### config.mk
export PLATFORM = sky130hd
export DESIGN_NAME = amo_ctrl_flat
export DESIGN_NICKNAME = d
export VERILOG_FILES = /design/src/rtl/amo_pkg.sv /design/src/rtl/amo_ctrl_if.sv /design/src/rtl/amo_alu.sv /design/src/rtl/amo_ctrl.sv /design/src/flat_wrapper.sv
export SDC_FILE = /design/constraint.sdc
export NUM_CORES = 1
export LEC_CHECK = 0
export CAP_MARGIN = 20
export CORE_MARGIN = 1
export CORE_UTILIZATION = 40
export CTS_BUF_LIST = sky130_fd_sc_hd__clkbuf_2 sky130_fd_sc_hd__clkbuf_4 sky130_fd_sc_hd__clkbuf_8
export DETAILED_ROUTE_END_ITERATION = 10
export PLACE_DENSITY = 0.65
export SKIP_LAST_GASP = 1
export SLEW_MARGIN = 20
export SYNTH_ARGS = -nofsm -noshare
export SYNTH_HDL_FRONTEND = slang
export SYNTH_HIERARCHICAL = 1
export SYNTH_SLANG_ARGS = --single-unit
### constraint.sdc
create_clock -name clk -period 9.82 [get_ports clk]
set_clock_uncertainty 0.15 [all_clocks]
set_input_delay 1.964 -clock clk [delete_from_list [all_inputs] [get_ports clk]]
set_output_delay 1.964 -clock clk [all_outputs]
set_load 0.01 [all_outputs]
### src/rtl/amo_pkg.sv
// Shared types for the RV32A atomic sequencer: operation codes, FSM states
// and the values an SC writes back to rd.
package amo_pkg;

  typedef enum logic [3:0] {
    AMO_LR,
    AMO_SC,
    AMO_SWAP,
    AMO_ADD,
    AMO_XOR,
    AMO_AND,
    AMO_OR,
    AMO_MIN,
    AMO_MAX,
    AMO_MINU,
    AMO_MAXU
  } amoop_t;

  typedef enum logic [2:0] {
    IDLE,
    RD_REQ,
    RD_WAIT,
    WR_REQ,
    WR_WAIT,
    DONE
  } amo_state_t;

  localparam int unsigned SC_PASS = 0;
  localparam int unsigned SC_FAIL = 1;

endpackage

### src/rtl/amo_ctrl_if.sv
// Pipeline-side AMO request, snoop input and data-memory port of amo_ctrl.
// The slave modport is the sequencer; master is the pipeline plus memory.
interface amo_ctrl_if
  import amo_pkg::*;
#(
  parameter int DATA_WIDTH = 32,
  parameter int ADDR_WIDTH = 32
);

  logic                  amo_valid;
  amoop_t                amoop;
  logic [ADDR_WIDTH-1:0] amo_addr;
  logic [DATA_WIDTH-1:0] amo_src;
  logic                  snoop_valid;
  logic [ADDR_WIDTH-1:0] snoop_addr;
  logic                  stall;
  logic                  dm_req;
  logic                  dm_we;
  logic [ADDR_WIDTH-1:0] dm_addr;
  logic [DATA_WIDTH-1:0] dm_wdata;
  logic                  dm_gnt;
  logic                  dm_rvalid;
  logic [DATA_WIDTH-1:0] dm_rdata;
  logic                  amo_done;
  logic [DATA_WIDTH-1:0] amo_rdata;
  logic                  amo_misaligned;

  modport slave (
    input  amo_valid, amoop, amo_addr, amo_src, snoop_valid, snoop_addr,
           dm_gnt, dm_rvalid, dm_rdata,
    output stall, dm_req, dm_we, dm_addr, dm_wdata,
           amo_done, amo_rdata, amo_misaligned
  );

  modport master (
    output amo_valid, amoop, amo_addr, amo_src, snoop_valid, snoop_addr,
           dm_gnt, dm_rvalid, dm_rdata,
    input  stall, dm_req, dm_we, dm_addr, dm_wdata,
           amo_done, amo_rdata, amo_misaligned
  );

endinterface

### src/rtl/amo_alu.sv
// Combinational read-modify-write function: new memory value from the old
// value and rs2. LR/SC/SWAP simply pass rs2 through.
module amo_alu
  import amo_pkg::*;
#(
  parameter int DATA_WIDTH = 32
) (
  input  amoop_t                op_i,
  input  logic [DATA_WIDTH-1:0] old_i,
  input  logic [DATA_WIDTH-1:0] src_i,
  output logic [DATA_WIDTH-1:0] new_o
);

  always_comb begin
    new_o = src_i;
    case (op_i)
      AMO_ADD:  new_o = old_i + src_i;
      AMO_XOR:  new_o = old_i ^ src_i;
      AMO_AND:  new_o = old_i & src_i;
      AMO_OR:   new_o = old_i | src_i;
      AMO_MIN:  new_o = ($signed(old_i) < $signed(src_i)) ? old_i : src_i;
      AMO_MAX:  new_o = ($signed(old_i) > $signed(src_i)) ? old_i : src_i;
      AMO_MINU: new_o = (old_i < src_i) ? old_i : src_i;
      AMO_MAXU: new_o = (old_i > src_i) ? old_i : src_i;
      default:  new_o = src_i;
    endcase
  end

endmodule

### src/rtl/amo_ctrl.sv
// RV32A sequencer: stalls the pipeline, runs the LR / SC / AMO memory
// sequence and owns the single LR/SC reservation.
module amo_ctrl
  import amo_pkg::*;
#(
  parameter int DATA_WIDTH = 32,
  parameter int ADDR_WIDTH = 32
) (
  input logic     clk,
  input logic     rst_n,
  amo_ctrl_if.slave bus
);

  localparam logic [ADDR_WIDTH-1:0] WORD_MASK = ~ADDR_WIDTH'(3);

  amo_state_t            state_q, state_d;
  amoop_t                op_q, op_d;
  logic [ADDR_WIDTH-1:0] addr_q, addr_d;
  logic [DATA_WIDTH-1:0] src_q, src_d;
  logic [DATA_WIDTH-1:0] rdata_q, rdata_d;
  logic                  mis_q, mis_d;
  logic                  resv_valid_q, resv_valid_d;
  logic [ADDR_WIDTH-1:0] resv_addr_q, resv_addr_d;

  logic                  req, we;
  logic                  snoop_hit, addr_hit;
  logic [DATA_WIDTH-1:0] alu_new;

  amo_alu #(.DATA_WIDTH(DATA_WIDTH)) u_alu (
    .op_i  (op_q),
    .old_i (rdata_q),
    .src_i (src_q),
    .new_o (alu_new)
  );

  // Word-granular compares; the XOR form keeps the byte-offset bits out of the match.
  assign snoop_hit = bus.snoop_valid && resv_valid_q &&
                     (((bus.snoop_addr ^ resv_addr_q) & WORD_MASK) == '0);
  assign addr_hit  = (((bus.amo_addr ^ resv_addr_q) & WORD_MASK) == '0);

  always_comb begin
    // NOTE: every _d and output gets a default first so no latch is inferred.
    state_d      = state_q;
    op_d         = op_q;
    addr_d       = addr_q;
    src_d        = src_q;
    rdata_d      = rdata_q;
    mis_d        = mis_q;
    resv_valid_d = resv_valid_q && !snoop_hit;
    resv_addr_d  = resv_addr_q;
    req          = 1'b0;
    we           = 1'b0;

    case (state_q)
      IDLE: begin
        if (bus.amo_valid) begin
          op_d   = bus.amoop;
          addr_d = bus.amo_addr & WORD_MASK;
          src_d  = bus.amo_src;
          mis_d  = |bus.amo_addr[1:0];
          if (|bus.amo_addr[1:0]) begin
            rdata_d = '0;
            state_d = DONE;
          end else if (bus.amoop == AMO_SC) begin
            // A snoop landing in this same cycle defeats the SC.
            if (resv_valid_q && !snoop_hit && addr_hit) begin
              state_d = WR_REQ;
            end else begin
              rdata_d = DATA_WIDTH'(SC_FAIL);
              state_d = DONE;
            end
          end else begin
            state_d = RD_REQ;
          end
        end
      end
      RD_REQ: begin
        req = 1'b1;
        if (bus.dm_gnt) state_d = RD_WAIT;
      end
      RD_WAIT: begin
        if (bus.dm_rvalid) begin
          rdata_d = bus.dm_rdata;
          if (op_q == AMO_LR) begin
            resv_valid_d = 1'b1;
            resv_addr_d  = addr_q;
            state_d      = DONE;
          end else begin
            state_d = WR_REQ;
          end
        end
      end
      WR_REQ: begin
        req = 1'b1;
        we  = 1'b1;
        if (bus.dm_gnt) state_d = WR_WAIT;
      end
      WR_WAIT: begin
        if (bus.dm_rvalid) begin
          if (op_q == AMO_SC) rdata_d = DATA_WIDTH'(SC_PASS);
          state_d = DONE;
        end
      end
      DONE: begin
        if (op_q == AMO_SC) resv_valid_d = 1'b0;
        state_d = IDLE;
      end
      default: state_d = IDLE;
    endcase
  end

  always_ff @(posedge clk) begin
    if (!rst_n) begin
      state_q      <= IDLE;
      op_q         <= AMO_LR;
      addr_q       <= '0;
      src_q        <= '0;
      rdata_q      <= '0;
      mis_q        <= 1'b0;
      resv_valid_q <= 1'b0;
      resv_addr_q  <= '0;
    end else begin
      // NOTE: non-blocking so every _q samples its _d from the same cycle.
      state_q      <= state_d;
      op_q         <= op_d;
      addr_q       <= addr_d;
      src_q        <= src_d;
      rdata_q      <= rdata_d;
      mis_q        <= mis_d;
      resv_valid_q <= resv_valid_d;
      resv_addr_q  <= resv_addr_d;
    end
  end

  assign bus.stall          = bus.amo_valid && (state_q != DONE);
  assign bus.dm_req         = req;
  assign bus.dm_we          = we;
  assign bus.dm_addr        = req ? addr_q : '0;
  assign bus.dm_wdata       = we ? alu_new : '0;
  assign bus.amo_done       = (state_q == DONE);
  assign bus.amo_rdata      = rdata_q;
  assign bus.amo_misaligned = (state_q == DONE) && mis_q;

endmodule
### src/flat_wrapper.sv
// flat-port wrapper written by rule: the top's interface ports become plain ports
module amo_ctrl_flat import amo_pkg::*;
#(
  parameter int DATA_WIDTH = 32,
  parameter int ADDR_WIDTH = 32
)
  (clk, rst_n, bus_amo_valid, bus_amoop, bus_amo_addr, bus_amo_src, bus_snoop_valid, bus_snoop_addr, bus_dm_gnt, bus_dm_rvalid, bus_dm_rdata, bus_stall, bus_dm_req, bus_dm_we, bus_dm_addr, bus_dm_wdata, bus_amo_done, bus_amo_rdata, bus_amo_misaligned);
  amo_ctrl_if #(.DATA_WIDTH(DATA_WIDTH), .ADDR_WIDTH(ADDR_WIDTH)) bus_i ();
  input logic clk;
  input logic rst_n;
  input wire logic [$bits(bus_i.amo_valid)-1:0] bus_amo_valid;
  input wire logic [$bits(bus_i.amoop)-1:0] bus_amoop;
  input wire logic [$bits(bus_i.amo_addr)-1:0] bus_amo_addr;
  input wire logic [$bits(bus_i.amo_src)-1:0] bus_amo_src;
  input wire logic [$bits(bus_i.snoop_valid)-1:0] bus_snoop_valid;
  input wire logic [$bits(bus_i.snoop_addr)-1:0] bus_snoop_addr;
  input wire logic [$bits(bus_i.dm_gnt)-1:0] bus_dm_gnt;
  input wire logic [$bits(bus_i.dm_rvalid)-1:0] bus_dm_rvalid;
  input wire logic [$bits(bus_i.dm_rdata)-1:0] bus_dm_rdata;
  output wire logic [$bits(bus_i.stall)-1:0] bus_stall;
  output wire logic [$bits(bus_i.dm_req)-1:0] bus_dm_req;
  output wire logic [$bits(bus_i.dm_we)-1:0] bus_dm_we;
  output wire logic [$bits(bus_i.dm_addr)-1:0] bus_dm_addr;
  output wire logic [$bits(bus_i.dm_wdata)-1:0] bus_dm_wdata;
  output wire logic [$bits(bus_i.amo_done)-1:0] bus_amo_done;
  output wire logic [$bits(bus_i.amo_rdata)-1:0] bus_amo_rdata;
  output wire logic [$bits(bus_i.amo_misaligned)-1:0] bus_amo_misaligned;
  assign bus_i.amo_valid = bus_amo_valid;
  assign bus_i.amoop = bus_amoop;
  assign bus_i.amo_addr = bus_amo_addr;
  assign bus_i.amo_src = bus_amo_src;
  assign bus_i.snoop_valid = bus_snoop_valid;
  assign bus_i.snoop_addr = bus_snoop_addr;
  assign bus_i.dm_gnt = bus_dm_gnt;
  assign bus_i.dm_rvalid = bus_dm_rvalid;
  assign bus_i.dm_rdata = bus_dm_rdata;
  assign bus_stall = bus_i.stall;
  assign bus_dm_req = bus_i.dm_req;
  assign bus_dm_we = bus_i.dm_we;
  assign bus_dm_addr = bus_i.dm_addr;
  assign bus_dm_wdata = bus_i.dm_wdata;
  assign bus_amo_done = bus_i.amo_done;
  assign bus_amo_rdata = bus_i.amo_rdata;
  assign bus_amo_misaligned = bus_i.amo_misaligned;
  amo_ctrl #(.DATA_WIDTH(DATA_WIDTH), .ADDR_WIDTH(ADDR_WIDTH)) u_core (.clk(clk), .rst_n(rst_n), .bus(bus_i));
endmodule
==> reports/metrics.csv, run 1 <==
stage;metric;value;unit
finish;area_growth;25.8;%
sta;fin_crit_sh;0.794;
finish;num-fill-cells;2748;
run;max_cap_violations;0;
synthesis;ys_seq_area_frac;0.237;
synthesis;yosys.area.top_type;dfxtp_1;
global_routing;grt_use_total;0.283;
routing;finalWirelength;41200;um
global_routing;grt_pass1_wl;62800;um
hold_path;hold_path_class;reg2reg;
sta;setup_tns;0;ns
critical_path;critPathRequiredTime;7.71;ns
critical_path;rr_worst_depth;7;
clock_network;cts_hold_buf;0;
sta;relSlewSlack;0.156;
hold_path;holdPathStages;2;
synthesis;synth_area;11300;um^2
finish;diodes;0;
synthesis;avgSynthCellArea;7.51;um^2
placement;place_congestion;0.969;
critical_path;crit_buf_inv;2;
critical_path;crit_fanout;9;
synthesis;netlist-cell-type-count;82;
routing;drtPass1Iterations;5;
clock_network;clock-sinks;133;
floorplan;ios;239;
critical_path;startpoint_type;flip-flop;
sta;worst_slack;2.02;ns
floorplan;row_count;61;
global_routing;grt.overflow.total;0;
status;status;finished clean;
placement;io_buffers;234;
synthesis;synth_edf_count;0;
routing;drt_first_iter_violations;872;
floorplan;die_area;28800;um^2
sta;fin_crit;7.80;ns
synthesis;async_reset_ff_frac;0;
critical_path;cpPeakStageDelay;0.94;ns
placement;dp_hpwl;29400;um
placement;dp_slack;2.64;ns
floorplan;die_w;170;um
clock_network;clk_pin_slew;0.09;ns
clock_network;cts_setup_buffers;0;
synthesis;synth_seq_cells;133;
synthesis;synthFlopType;dfxtp_1;
clock_network;cts_buffers;17;
placement;placed_area;13800;um^2
sta;tightest_slew;1.26;ns
power;leakage;5.25;nW
clock_network;clock_path_buffers;2;
critical_path;path_delay_family;simple AND/OR/NAND/NOR gates;
sta;rsz0062_at_grt;false;
sta;max_freq;0.128;GHz
critical_path;path_cells;inv_1 > ha_1 > nor4_1 > and4_1 > o311a_1 > o41a_1 > a21oi_1 > nor4_4 > nand2_4 > a221o_1 > and3_1 > clkdlybuf4s50_1;
sta;final-hold-violation-count;0;
synthesis;synth_top_area_frac;0.237;
routing;remaining_drc_errors;0;
global_routing;antenna_found_initial;2;
finish;layout.nets;1897;
global_routing;grt_max_degree;108;
routing;post_drt_via_cell_ratio;5.72;
critical_path;end_kind;primary output;
synthesis;synthTopCellsByCount;260 x nand2_1, 133 x dfxtp_1, 103 x a21boi_0;
clock_network;cts-resized-gates;0;
critical_path;cp_slowest_cell;nor4_4;
routing;ant_nets;0;
clock_network;cts-root-buf;clkbuf_8;
critical_path;criticalPathCategory;reg2out;
sta;slew_viol_final;0;
finish;stdcell_count;2053;
floorplan;start_util;0.406;
routing;wire_per_inst;20.1;um
floorplan;fp.coreArea;27700;um^2
critical_path;crit_arrival;5.69;ns
clock_network;clk_latency;0.47;ns
finish;drive_above_1_share;0.0466;
synthesis;yosysWarnings;6;
placement;dp.cells;2021;
synthesis;synth_most_common_cell;nand2_1;
global_routing;grt_pass1_vias;11300;
clock_network;cts_max_level;4;
synthesis;netlist_instances;1499;
synthesis;synth_area_leaders;dfxtp_1 24%, ha_1 11%, nand2_1 8.7%;
power;powerDensity;111;nW/um^2
finish;design_area;14200;um^2
critical_path;cp_num_cells;12;
sta;setup_viol;0;
power;ir_worst_vdd;0.0796;mV
clock_network;cts_tree;yes;
floorplan;fp.dieH;170;um
routing;vias;11700;
through the flow:
step           utilization  hold slack [ns]  power [mW]
3_5_place_dp         0.496            0.322        1.08
4_1_cts              0.511            0.323        1.58
2_1_floorplan            -            0.300       0.894
3_3_place_gp         0.496            0.312        1.07
5_1_grt              0.511            0.343        1.65
6_report             0.511            0.323        1.57
worst paths after layout:
kind / start / end / slack, ns
setup / recovery: u_core/bus.amo_rdata[30]$_SDFFE_PN0P_ / bus_dm_wdata[1] / 2.02
hold / removal: u_core/addr_q[4]$_SDFFE_PN0P_ / u_core/resv_addr_q[4]$_SDFFE_PN0P_ / 0.32
setup reg to reg: u_core/op_q[0]$_SDFFE_PN0P_ / u_core/bus.amo_rdata[18]$_SDFFE_PN0P_ / 6.55
hold reg to reg: u_core/addr_q[4]$_SDFFE_PN0P_ / u_core/resv_addr_q[4]$_SDFFE_PN0P_ / 0.32
routing by layer:
| layer | part of all wire | global-route usage | vias up |
|---|---|---|---|
| met3 | 0.096 | 0.0851 | 89 |
| met1 | 0.40 | 0.339 | 5479 |
| li1 | - | - | 5644 |
| met5 | 0.00027 | 0 | - |
| met2 | 0.47 | 0.470 | 534 |
| met4 | 0.035 | 0.117 | 2 |
power breakdown:
part	leakage (nW)	switching (mW)	internal (mW)	total, mW
clock network	0.204	0.276	0.220	0.496
registers	1.08	0.0383	0.566	0.605
logic	3.96	0.277	0.194	0.472
worst min-delay path: stages (launching register included):
cell and delay (ns):
dfxtp_1 0.32, nand2_1 0.05, a21boi_0 0.06
cells by family (layout without fill, tap and decap cells):
kind of cell,Yosys count,after routing,share of synthesized area
xor gates and xnor gates,72,72,0.0560
and+or+nand+nor,535,535,0.226
muxes,8,8,0.00756
AOI/OAI and AO/OA,466,466,0.295
buffers and inverters,187,362,0.0704
other,1,2,0.000333
DFF,133,133,0.237
adders and majority gates,97,97,0.109
state kept, by name (all words and copies together), names as in the netlist:
register,count
u_core/resv_valid_q,1
u_core/bus.amo_rdata,32
u_core/resv_addr_q,30
u_core/src_q,32
u_core/op_q,4
u_core/state_q,3
u_core/mis_q,1
u_core/addr_q,30
cells in the final DEF (no fill, tap or decap), types with 20 or more instances in the layout:
| master | Yosys | layout |
|---|---|---|
| a32o_1 | 31 | 31 |
| a21boi_0 | 103 | 103 |
| a211oi_1 | 31 | 31 |
| ha_1 | 96 | 96 |
| nor2_1 | 71 | 71 |
| inv_1 | 76 | 76 |
| dfxtp_1 | 133 | 133 |
| clkdlybuf4s50_1 | 0 | 233 |
| and2_1 | 40 | 39 |
| and3_1 | 43 | 43 |
| a21o_1 | 20 | 20 |
| xor2_1 | 21 | 20 |
| a21oi_1 | 73 | 73 |
| nand3_1 | 21 | 21 |
| nand2_1 | 260 | 259 |
| xnor2_1 | 51 | 51 |
| o21ai_0 | 81 | 81 |
final cells by class:
type / count / area (um^2) / area share
multi-input cells: 1180 / 7850 / 0.555
flip-flops and latches: 133 / 2660 / 0.188
repair buffers: 252 / 2470 / 0.175
well taps: 378 / 473 / 0.0334
inverters: 78 / 293 / 0.0207
clock buffers: 18 / 248 / 0.0175
clock inverters: 14 / 155 / 0.0110
(Power assumes the default switching activity.)
==> run 2, diff against run 1 <==
clock period = 7.7 ns   (was 9.82 ns; I/O delays follow)
==> run 2 against run 1 <==
  * Clock-buffer cell count unchanged
  * Total power rose by 29%
  * Largest cell class unchanged
  * Sequential power up 27%
  * Via count up 0.59%
  * Worst hold slack better by 0.0097 ns
  * First-iteration DRC count is 13% higher
  * Cell count increased by 0.34%
  * Combinational power up 29%
  * Clock power increased by 30%
  * Utilization increased by 0.16 points
  * Sequential share of layout area decreased by 0.058 points
  * Final area grew 0.31%
==> reports/metrics.csv, run 2 (synthesized netlist as in run 1, its figures left out) <==
stage;metric;value;unit;change
status;status;finished clean;;
sta;rsz0062_at_grt;false;;
critical_path;end_kind;primary output;;
clock_network;cts_hold_buf;0;;unchanged
global_routing;grt_pass1_vias;11100;;-2.4%
sta;fin_crit;7.16;ns;
clock_network;cts_max_level;4;;unchanged
floorplan;die_area;28800;um^2;unchanged
clock_network;clock_path_buffers;2;;unchanged
floorplan;die_w;170;um;unchanged
clock_network;cts-root-buf;clkbuf_8;;
sta;final-hold-violation-count;0;;unchanged
finish;num-fill-cells;2757;;+0.33%
routing;finalWirelength;41100;um;-0.21%
critical_path;startpoint_type;flip-flop;;
clock_network;clk_pin_slew;0.11;ns;+0.02 ns
sta;tightest_slew;1.25;ns;-0.00641 ns
clock_network;cts_buffers;17;;unchanged
routing;vias;11800;;+0.59%
finish;drive_above_1_share;0.0488;;+0.00227
finish;layout.nets;1901;;+0.21%
sta;slew_viol_final;0;;unchanged
sta;fin_crit_sh;0.930;;
floorplan;ios;239;;unchanged
sta;hold-worst-slack;0.332;ns;+0.00972 ns
clock_network;cts-resized-gates;0;;unchanged
critical_path;critPathRequiredTime;6.01;ns;-1.70 ns
finish;final_common_cell;nand2_1;;
critical_path;crit_arrival;5.47;ns;-0.22 ns
routing;ant_nets;0;;unchanged
critical_path;crit_fanout;13;;+4
floorplan;fp.dieH;170;um;unchanged
critical_path;r2r_start;u_core/op_q[0]$_SDFFE_PN0P_;;
placement;io_buffers;234;;unchanged
power;ir_worst_vdd;0.104;mV;+31%
power;leakage;5.26;nW;+0.30%
sta;max_freq;0.140;GHz;
clock_network;clock-sinks;133;;unchanged
hold_path;hold_path_class;reg2reg;;
global_routing;antenna_found_initial;1;;-1
critical_path;critPathLaunch;u_core/bus.amo_rdata[14]$_SDFFE_PN0P_;;
global_routing;grt_pass1_wl;62600;um;-0.43%
routing;drtPass1Iterations;5;;unchanged
routing;wire_per_inst;20.0;um;-0.55%
routing;post_drt_via_cell_ratio;5.74;;+0.25%
floorplan;start_util;0.406;;unchanged
global_routing;grt.overflow.total;0;;unchanged
routing;remaining_drc_errors;0;;unchanged
sta;setup_viol;0;;unchanged
global_routing;grt_use_total;0.282;;-0.00169
clock_network;clk_latency;0.47;ns;about the same
finish;design_area;14200;um^2;+0.31%
clock_network;cts_setup_buffers;0;;unchanged
sta;setup_tns;0;ns;unchanged
clock_network;cts_tree;yes;;
placement;dp_hpwl;29600;um;+0.60%
finish;area_growth;26.2;%;
finish;mostFrequentLayoutCells;259 x nand2_1, 233 x clkdlybuf4s50_1, 133 x dfxtp_1, 103 x a21boi_0, 96 x ha_1;;
global_routing;grt_max_degree;108;;unchanged
placement;placed_area;13800;um^2;+0.22%
power;powerDensity;143;nW/um^2;+28%
run;max_cap_violations;0;;unchanged
floorplan;fp.coreArea;27700;um^2;unchanged
floorplan;row_count;61;;unchanged
critical_path;criticalPathCategory;reg2out;;
hold_path;hp-start;u_core/addr_q[25]$_SDFFE_PN0P_;;
routing;drt_first_iter_violations;989;;+13%
sta;relSlewSlack;0.160;;+0.00430
placement;place_congestion;0.973;;+0.37%
## run 2: cell types whose count changed in the layout (fill, tap and decap cells not counted), sizes merged
cell      previous run  this run
clkinvlp             1         2
buf                 19        23
inv                 87        86
diode                0         3
## run 2: final timing paths
| kind | endpoint | slack (ns) | depth (start not counted) |
|---|---|---|---|
| setup / recovery | bus_dm_wdata[6] | 0.54 | 13 |
| hold / removal | u_core/resv_addr_q[25]$_SDFFE_PN0P_ | 0.33 | 2 |
| setup reg to reg | u_core/bus.amo_rdata[1]$_SDFFE_PN0P_ | 4.39 | 7 |
| hold reg to reg | u_core/resv_addr_q[25]$_SDFFE_PN0P_ | 0.33 | 2 |
## run 2: worst max-delay path: stages, from the launching register on
cell and delay [ns]:
dfxtp_1 0.44, inv_1 0.07, ha_1 0.46, nor4_1 0.57, nand4_1 0.24, a21oi_1 0.24
o31a_1 0.30, or4_4 0.27, mux2i_2 0.92, o21ai_0 0.29, and4_1 0.29, a22oi_1 0.18
and3_1 0.19, clkdlybuf4s50_1 0.54
## run 2: cell type report
| class | count | area [um^2] | share of cell area |
|---|---|---|---|
| antenna | 3 | 7.51 | 0.000529 |
| timing repair buffer | 256 | 2500 | 0.176 |
| tap | 378 | 473 | 0.0333 |
| clock inverter | 14 | 161 | 0.0114 |
| sequential | 133 | 2660 | 0.187 |
| clock buffer | 18 | 248 | 0.0174 |
| inverter | 78 | 293 | 0.0206 |
| multi-input combinational | 1180 | 7850 | 0.553 |
## run 2: metal layers
| metal | part of all wire | track usage | up-vias |
|---|---|---|---|
| met5 | 0 | 0 | - |
| li1 | - | - | 5657 |
| met1 | 0.42 | 0.350 | 5575 |
| met2 | 0.46 | 0.475 | 508 |
| met4 | 0.027 | 0.0901 | 0 |
| met3 | 0.091 | 0.0690 | 77 |
## run 2: power breakdown
part | internal [mW] | total, mW | switching, mW
clock | 0.281 | 0.647 | 0.365
combinational | 0.251 | 0.608 | 0.357
sequential | 0.722 | 0.770 | 0.0473
## run 2: per-stage QoR
| step | total power, mW | std cells | utilization | worst slack [ns] |
|---|---|---|---|---|
| 2_1_floorplan | 1.14 | 1500 | - | 2.65 |
| 3_3_place_gp | 1.37 | 2025 | 0.498 | 1.24 |
| 3_5_place_dp | 1.38 | 2025 | 0.498 | 1.19 |
| 4_1_cts | 2.03 | 2057 | 0.512 | 0.663 |
| 5_1_grt | 2.12 | 2057 | 0.512 | 0.360 |
| 6_report | 2.02 | 2060 | 0.513 | 0.540 |
==> run 3, diff against run 2 <==
CTS_BUF_LIST = unset   (was sky130_fd_sc_hd__clkbuf_2 sky130_fd_sc_hd__clkbuf_4 sky130_fd_sc_hd__clkbuf_8)
PLACE_DENSITY = unset   (was 0.65)
PLACE_DENSITY_LB_ADDON = 0.1   (was unset)
==> run 3 against run 2 <==
  * Flip-flop and latch count unchanged
  * Clock power increased by 30%
  * Via count decreased by 0.86%
  * Fmax increased by 0.17%
  * Worst hold slack got worse by 0.0065 ns
  * Global-route usage increased by 0.40 points
  * Total power increased by 9.7%
  * Combinational power increased by 0.7%
  * Largest cell class unchanged
  * Largest power group is now the clock network
  * Die area unchanged
  * Clock-buffer cell count decreased by 1
==> reports/metrics.csv, run 3 (synthesized netlist as in run 1, its figures left out) <==
stage;metric;value;unit;change
sta;fin_crit_sh;0.928;;-0.00161
critical_path;crit_path_frequent_cell;nor2_1;;
finish;mostFrequentLayoutCells;259 x nand2_1, 233 x clkdlybuf4s50_1, 133 x dfxtp_1, 103 x a21boi_0, 96 x ha_1;;
critical_path;end_kind;primary output;;
power;leakage;5.37;nW;+2.0%
floorplan;die_area;28800;um^2;unchanged
sta;final-hold-violation-count;0;;unchanged
critical_path;path_cells;inv_1 > ha_1 > nor2_1 > a221oi_1 > nor2_1 > o311a_1 > or4_4 > mux2i_2 > o21ai_0 > and4_1 > a22oi_1 > and3_1 > clkdlybuf4s50_1;;
routing;post_drt_via_cell_ratio;5.68;;-1.0%
sta;tightest_slew;1.16;ns;-0.0855 ns
critical_path;ff2ff_setup_slack;4.85;ns;+0.46 ns
critical_path;crit_buf_inv;2;;unchanged
power;powerDensity;154;nW/um^2;+8.1%
sta;setup_tns;0;ns;unchanged
placement;dp_hpwl;29700;um;+0.25%
finish;num-fill-cells;2705;;-1.9%
clock_network;cts-root-buf;clkbuf_16;;
routing;remaining_drc_errors;0;;unchanged
critical_path;cpPeakStageDelay;0.95;ns;+0.03 ns
finish;fin_util;0.520;;+0.00754
sta;hold-worst-slack;0.326;ns;-0.00649 ns
clock_network;clock_path_buffers;2;;unchanged
floorplan;ios;239;;unchanged
critical_path;crit_arrival;5.46;ns;about the same
floorplan;fp.coreArea;27700;um^2;unchanged
finish;layout.nets;1905;;+0.21%
floorplan;start_util;0.406;;unchanged
power;ir_worst_vdd;0.130;mV;+24%
routing;drtPass1Iterations;7;;+2
clock_network;cts-resized-gates;0;;unchanged
routing;finalWirelength;41600;um;+1.2%
run;max_cap_violations;0;;unchanged
clock_network;clk_pin_slew;0.07;ns;-0.04 ns
finish;design_area;14400;um^2;+1.5%
status;status;finished clean;;
finish;final_common_cell;nand2_1;;
clock_network;clk_latency;0.43;ns;-0.04 ns
clock_network;cts_setup_buffers;0;;unchanged
global_routing;grt_pass1_wl;63400;um;+1.3%
global_routing;grt_max_degree;108;;unchanged
sta;rsz0062_at_grt;false;;
sta;setup_viol;0;;unchanged
global_routing;grt_pass1_vias;11000;;-0.036%
clock_network;cts_tree;yes;;
floorplan;row_count;61;;unchanged
critical_path;critPathRequiredTime;6.01;ns;about the same
critical_path;crit_fanout;13;;unchanged
critical_path;cp_slowest_cell;mux2i_2;;
sta;slew_viol_final;0;;unchanged
clock_network;clock-sinks;133;;unchanged
sta;max_freq;0.140;GHz;+0.17%
clock_network;cts_buffers;17;;unchanged
critical_path;path_delay_family;simple AND/OR/NAND/NOR gates;;
sta;relSlewSlack;0.208;;+0.0480
placement;place_congestion;0.976;;+0.29%
floorplan;fp.dieH;170;um;unchanged
critical_path;criticalPathCategory;reg2out;;
routing;drt_first_iter_violations;1033;;+4.4%
floorplan;die_w;170;um;unchanged
global_routing;grt_use_total;0.286;;+0.00405
sta;fin_crit;7.15;ns;-0.0124 ns
routing;vias;11700;;-0.86%
routing;ant_nets;0;;unchanged
routing;wire_per_inst;20.2;um;+1.1%
global_routing;antenna_found_initial;2;;+1
placement;io_buffers;234;;unchanged
hold_path;hold_path_class;reg2reg;;
clock_network;cts_max_level;4;;unchanged
critical_path;startpoint_type;flip-flop;;
finish;area_growth;28.1;%;
finish;drive_above_1_share;0.0511;;+0.00226
global_routing;grt.overflow.total;0;;unchanged
placement;placed_area;13800;um^2;+0.24%
clock_network;cts_hold_buf;0;;unchanged
-- run 3: layer usage --
layer	routed length [um]	track usage
met2	19800	0.488
met4	1050	0.0948
met3	3090	0.0599
met5	0	0
met1	17700	0.355
-- run 3: layout make-up --
cell class	count	area (um^2)	share of cell area
Tap cell	378	473	0.0328
Sequential cell	133	2660	0.185
Clock inverter	15	163	0.0113
Clock buffer	17	425	0.0295
Antenna cell	2	5.00	0.000347
Inverter	78	293	0.0203
Multi-Input combinational cell	1180	7860	0.545
Timing Repair Buffer	260	2530	0.176
-- run 3: final timing paths --
| kind | startpoint | to | cells after the start |
|---|---|---|---|
| worst min register to register | u_core/addr_q[24]$_SDFFE_PN0P_ | u_core/resv_addr_q[24]$_SDFFE_PN0P_ | 2 |
| worst max-delay path | u_core/src_q[9]$_SDFFE_PN0P_ | bus_dm_wdata[6] | 13 |
| worst max register to register | u_core/op_q[0]$_SDFFE_PN0P_ | u_core/bus.amo_rdata[19]$_SDFFE_PN0P_ | 6 |
| worst min-delay path | u_core/addr_q[24]$_SDFFE_PN0P_ | u_core/resv_addr_q[24]$_SDFFE_PN0P_ | 2 |
-- run 3: power by group --
group	internal [mW]	switching (mW)	leakage, nW
Combinational	0.254	0.358	4.01
Clock	0.460	0.378	0.281
Sequential	0.723	0.0478	1.08
-- run 3: worst reg2reg max path: cells and delay by family (launching register included) --
kind	cells	cell delay, ns
buffers and inverters	1	0.28
DFF	1	0.72
AOI/OAI and AO/OA	2	0.55
and+or+nand+nor	3	1.04
-- run 3: stage by stage --
stage	setup WS (ns)	std cells	total power [mW]
global placement	1.16	2029	1.38
detailed placement	1.08	2029	1.39
global route	0.349	2061	2.33
floorplan	2.65	1500	1.14
finish	0.552	2063	2.22
CTS	0.618	2061	2.23
